File: config.mk
export PLATFORM = sky130hd
export DESIGN_NAME = inv_shift_rows_state
export DESIGN_NICKNAME = d
export VERILOG_FILES = /design/src/rtl/inv_shift_rows_state_pkg.sv /design/src/rtl/inv_shift_rows_mem.sv /design/src/rtl/inv_shift_rows_state.sv
export SDC_FILE = /design/constraint.sdc
export NUM_CORES = 1
export LEC_CHECK = 0
export CORE_ASPECT_RATIO = 0.9
export CORE_MARGIN = 8
export CORE_UTILIZATION = 30
export CTS_BUF_LIST = sky130_fd_sc_hd__clkbuf_8 sky130_fd_sc_hd__clkbuf_16
export DETAILED_ROUTE_END_ITERATION = 16
export DONT_BUFFER_PORTS = 1
export HOLD_SLACK_MARGIN = 0.02
export PLACE_DENSITY = 0.44
export SLEW_MARGIN = 10
export SYNTH_ARGS = -nofsm -noshare
export SYNTH_HDL_FRONTEND = slang
export SYNTH_HIERARCHICAL = 1
export SYNTH_SLANG_ARGS = --single-unit
File: constraint.sdc
create_clock -name clk -period 4.1 [get_ports clk]
set_clock_uncertainty 0.05 [all_clocks]
set_input_delay 0.82 -clock clk [delete_from_list [all_inputs] [get_ports clk]]
set_output_delay 0.82 -clock clk [all_outputs]
set_load 0.02 [all_outputs]
File: src/rtl/inv_shift_rows_state_pkg.sv
// Shared AES definitions for the inverse ShiftRows stage: widths, FSM encoding
// and the byte-index permutation used to read the stored state.
package inv_shift_rows_state_pkg;

    localparam int BYTE_W    = 8;
    localparam int IDX_W     = 4;
    localparam int NUM_BYTES = 16;

    typedef logic [BYTE_W-1:0] byte_t;
    typedef logic [IDX_W-1:0]  idx_t;

    localparam logic [1:0] ST_IDLE  = 2'd0;
    localparam logic [1:0] ST_LOAD  = 2'd1;
    localparam logic [1:0] ST_DRAIN = 2'd2;

    // Source byte for each output position of the inverse row shift.
    localparam idx_t INV_SHIFT_IDX [NUM_BYTES] = '{
        4'd0,  4'd13, 4'd10, 4'd7,
        4'd4,  4'd1,  4'd14, 4'd11,
        4'd8,  4'd5,  4'd2,  4'd15,
        4'd12, 4'd9,  4'd6,  4'd3
    };

    // Column-major indexing turns the row rotation into a multiply mod 16.
    function automatic idx_t inv_shift_idx(input idx_t k);
        return idx_t'(k * 4'd13);
    endfunction

    function automatic idx_t fwd_shift_idx(input idx_t k);
        return idx_t'(k * 4'd5);
    endfunction

endpackage

File: src/rtl/inv_shift_rows_mem.sv
// 16x8 flop array holding one AES state: one write port, asynchronous read.
module inv_shift_rows_mem
    import inv_shift_rows_state_pkg::*;
(
    input  logic  clk,
    input  logic  we,
    input  idx_t  waddr,
    input  byte_t wdata,
    input  idx_t  raddr,
    output byte_t rdata
);

    byte_t mem_q [NUM_BYTES];

    genvar gi;
    generate
        for (gi = 0; gi < NUM_BYTES; gi++) begin : g_entry
            always_ff @(posedge clk) begin
                if (we && (waddr == IDX_W'(gi))) begin
                    mem_q[gi] <= wdata;
                end
            end
        end
    endgenerate

    assign rdata = mem_q[raddr];

endmodule

File: src/rtl/inv_shift_rows_state.sv
// Inverse ShiftRows on a byte stream: collects 16 bytes, then replays them in
// inverse-shifted order straight from the flop array.
module inv_shift_rows_state
    import inv_shift_rows_state_pkg::*;
(
    input  logic              clk,
    input  logic              rst,
    input  logic              start,
    input  logic              in_valid,
    input  logic [BYTE_W-1:0] data_in,
    output logic              in_ready,
    output logic [BYTE_W-1:0] out,
    output logic              out_valid,
    input  logic              out_ready,
    output logic              busy,
    output logic              done
);

    logic [1:0] state_q, state_d;
    idx_t       wr_cnt_q, wr_cnt_d;
    idx_t       rd_cnt_q, rd_cnt_d;
    byte_t      rd_data;
    logic       mem_we;
    logic       xfer;

    assign in_ready  = (state_q == ST_LOAD);
    assign out_valid = (state_q == ST_DRAIN);
    assign busy      = in_ready | out_valid;
    assign mem_we    = in_ready & in_valid;
    assign xfer      = out_valid & out_ready;
    assign done      = xfer & (rd_cnt_q == 4'd15);
    assign out       = out_valid ? rd_data : '0;

    inv_shift_rows_mem u_mem (
        .clk   (clk),
        .we    (mem_we),
        .waddr (wr_cnt_q),
        .wdata (data_in),
        .raddr (inv_shift_idx(rd_cnt_q)),
        .rdata (rd_data)
    );

    always_comb begin
        state_d  = state_q;
        wr_cnt_d = wr_cnt_q;
        rd_cnt_d = rd_cnt_q;
        case (state_q)
            ST_IDLE: begin
                if (start) begin
                    state_d  = ST_LOAD;
                    wr_cnt_d = '0;
                end
            end
            ST_LOAD: begin
                if (in_valid) begin
                    wr_cnt_d = wr_cnt_q + 4'd1;
                    if (wr_cnt_q == 4'd15) begin
                        state_d  = ST_DRAIN;
                        rd_cnt_d = '0;
                    end
                end
            end
            ST_DRAIN: begin
                // start is deliberately not looked at here, so it never queues.
                if (out_ready) begin
                    rd_cnt_d = rd_cnt_q + 4'd1;
                    if (rd_cnt_q == 4'd15) begin
                        state_d = ST_IDLE;
                    end
                end
            end
            default: begin
                state_d = ST_IDLE;
            end
        endcase
    end

    always_ff @(posedge clk) begin
        if (rst) begin
            state_q  <= ST_IDLE;
            wr_cnt_q <= '0;
            rd_cnt_q <= '0;
        end else begin
            state_q  <= state_d;
            wr_cnt_q <= wr_cnt_d;
            rd_cnt_q <= rd_cnt_d;
        end
    end

endmodule

==> results_dict.tcl <==
set metrics [dict create \
    finalWirelength_um 11900 \
    ant_nets 0 \
    fin_crit_ps 3530 \
    core_area_um2 18900 \
    grt.overflow.total 0 \
    cp-end-kind "output port" \
    clk_latency_ps 410 \
    die_x_um 162 \
    ctsRootBufferMaster "clkbuf_16" \
    powerDensity_nw_per_um2 543 \
    cts.sinks 138 \
    synth_area_um2 5720 \
    ctsResizeCount 0 \
    relSlewSlack_pct 27.3 \
    synthCells 311 \
    cts_max_level 4 \
    max_freq_mhz 284 \
    drt_iter0_drc 234 \
    yosys.area.top_type "edfxtp_1" \
    antenna_found_initial 0 \
    cts_inserted_buffers 17 \
    yosysSeqAreaShare_pct 70.7 \
    status "finished, final reports clean" \
    syn-num-nets 332 \
    finalSetupViolations 0 \
    grt_pass1_vias 2842 \
    synth_top_cells_by_area "edfxtp_1 67%, mux4_2 7.1%, mux4_1 6.4%, dfxtp_1 3.5%, a22oi_1 2.1%" \
    worstSetupPathType "reg -> out" \
    clkTransAtPathRegs_ps 50 \
    hpwl_um 7680 \
    synth-seq-cells 138 \
    io_pins 25 \
    synth_most_common_cell "edfxtp_1" \
    remaining_drc_errors 0 \
    grtUsageMet2_pct 17.0 \
    start_util_pct 30.2 \
    yosys_warnings 6 \
    cp_slowest_stage_delay_ps 670 \
    worstPathArrival_ps 2660 \
    vias 2834 \
    yosys.area.top_type_share_pct 67.2 \
    holdBufCountCts 0 \
    ir_drop_mv 0.235 \
    critPathSlowestCell "mux4_1" \
    ys_types 36 \
    holdWs_ps 416 \
    wire_per_inst_um 20.4 \
    worstPathCellList "buf_4, mux4_1, a22oi_1, nand2_1, and2_1" \
    worstPathMaxFanout 37 \
    diodes 0 \
    p_leak_nw 2.08 \
    worstHoldPathType "in -> reg" \
    rows 48 \
    tns_ps 0 \
    startpoint_type "register" \
    synthArstFlopShare_pct 0 \
    synth_top_flop_cell "edfxtp_1" \
    timing_hold_violations_final 0 \
    port-buffer-count 0 \
    syn_avg_cell_area_um2 18.4 \
    grt_max_degree 38 \
    first_pass_iters 4 \
    slew_viol_final 0 \
    use_met1_pct 13.3 \
    grt_pass1_wl_um 18400 \
    period_share_pct 86.0 \
    die_h_um 147 \
    worstPathRequired_ps 3230 \
    worstMarginPinSlew_ps 1090 \
    grt.total_usage_pct 10.5 \
    rsz0062_at_grt "false" \
    maxCapViolations 0 \
    synth_common_cells "128 x edfxtp_1, 21 x nor2_1, 18 x mux4_2" \
    tritoncts "yes" \
    min_path_cells 1 \
    cts_setup_buffers 0 \
    synth_edf_count 128 \
    busiest_layer "met2" \
    reg2regPathDepth 5 \
    dieArea_um2 23700 \
    layout-drive-gt1-share_pct 15.5 \
    cts_buffer_depth 2 \
    use_met3_pct 2.88 \
    area_growth_pct 15.2 \
    via_per_inst 4.84 \
    num-nets-final 344 \
    gp_congestion 0.706 \
]
[metrics by stage]
stage / cell area [µm²] / util [%] / setup WS, ps / total power [mW] / cells
after floorplan: 5720 / - / 1330 / 1.94 / 311
after global placement: 5970 / 31.6 / 952 / 2.02 / 554
after detailed placement: 5970 / 31.6 / 965 / 2.02 / 554
after CTS: 6590 / 34.8 / 517 / 3.62 / 585
after global routing: 6590 / 34.8 / 408 / 3.71 / 585
final: 6590 / 34.8 / 574 / 3.58 / 585
[flip-flops by register name, summed over array words and instances (netlist names)]
signal	cells
rd_cnt_q	4
state_q	2
u_mem/mem_q	128
wr_cnt_q	4
[routing by layer]
metal  vias up  routed length, µm
met5         -                  0
met4         0                197
met3        20                441
met2        46               5920
met1      1488               5390
li1       1280                  -
[kinds of logic (layout without fill, tap and decap cells)]
| kind of cell | Yosys count | after routing | synth area share [%] |
|---|---|---|---|
| flip-flops | 138 | 138 | 70.7 |
| AND/OR/NAND/NOR | 76 | 76 | 6.81 |
| multiplexers | 36 | 36 | 14.2 |
| AO/OA/AOI/OAI | 30 | 30 | 3.48 |
| buffers and inverters | 17 | 41 | 2.10 |
| adder cells (fa/ha/maj) | 8 | 8 | 1.75 |
| XOR/XNOR | 6 | 6 | 0.919 |
[placed cells by master (no fill, tap or decap), drive strengths merged, types with 6 or more instances in the layout]
cell type and count:
edfxtp 128, dfxtp 10, mux4 32, buf 6, and2 11, a21oi 6
nor2 21, clkbuf 17, a22oi 16, nand3 6, inv 8, nand2 13
ha 8
[final cells by class]
type / instances / area (µm²)
fillers: 1784 / 12300
flip-flops and latches: 138 / 4050
multi-input cells: 156 / 1550
clock buffers: 17 / 425
well taps: 250 / 313
clock inverters: 14 / 189
repair buffers: 6 / 45.0
inverters: 4 / 15.0
[path summary, 6_finish.rpt]
path | to | slack [ps] | start
setup / recovery | out[1] | 570 | rd_cnt_q[0]
hold / removal | rd_cnt_q[0] | 420 | rst
setup reg to reg | u_mem/mem_q[2][3] | 1570 | state_q[1]
hold reg to reg | state_q[0] | 470 | state_q[0]
[where the power goes]
group,total (mW),internal (mW),switching (mW),leakage (nW)
registers,1.59,1.57,0.0209,1.23
clock network,1.60,1.06,0.539,0.319
logic,0.389,0.156,0.233,0.533
[worst max-delay path, delay by kind of cell (launching register included)]
kind / cells / cell delay, ps
compound gates: 1 / 330
buf+inv: 1 / 540
flops: 1 / 350
mux: 1 / 670
simple gates: 2 / 310
Note: power is estimated with default switching activity, not from simulation.
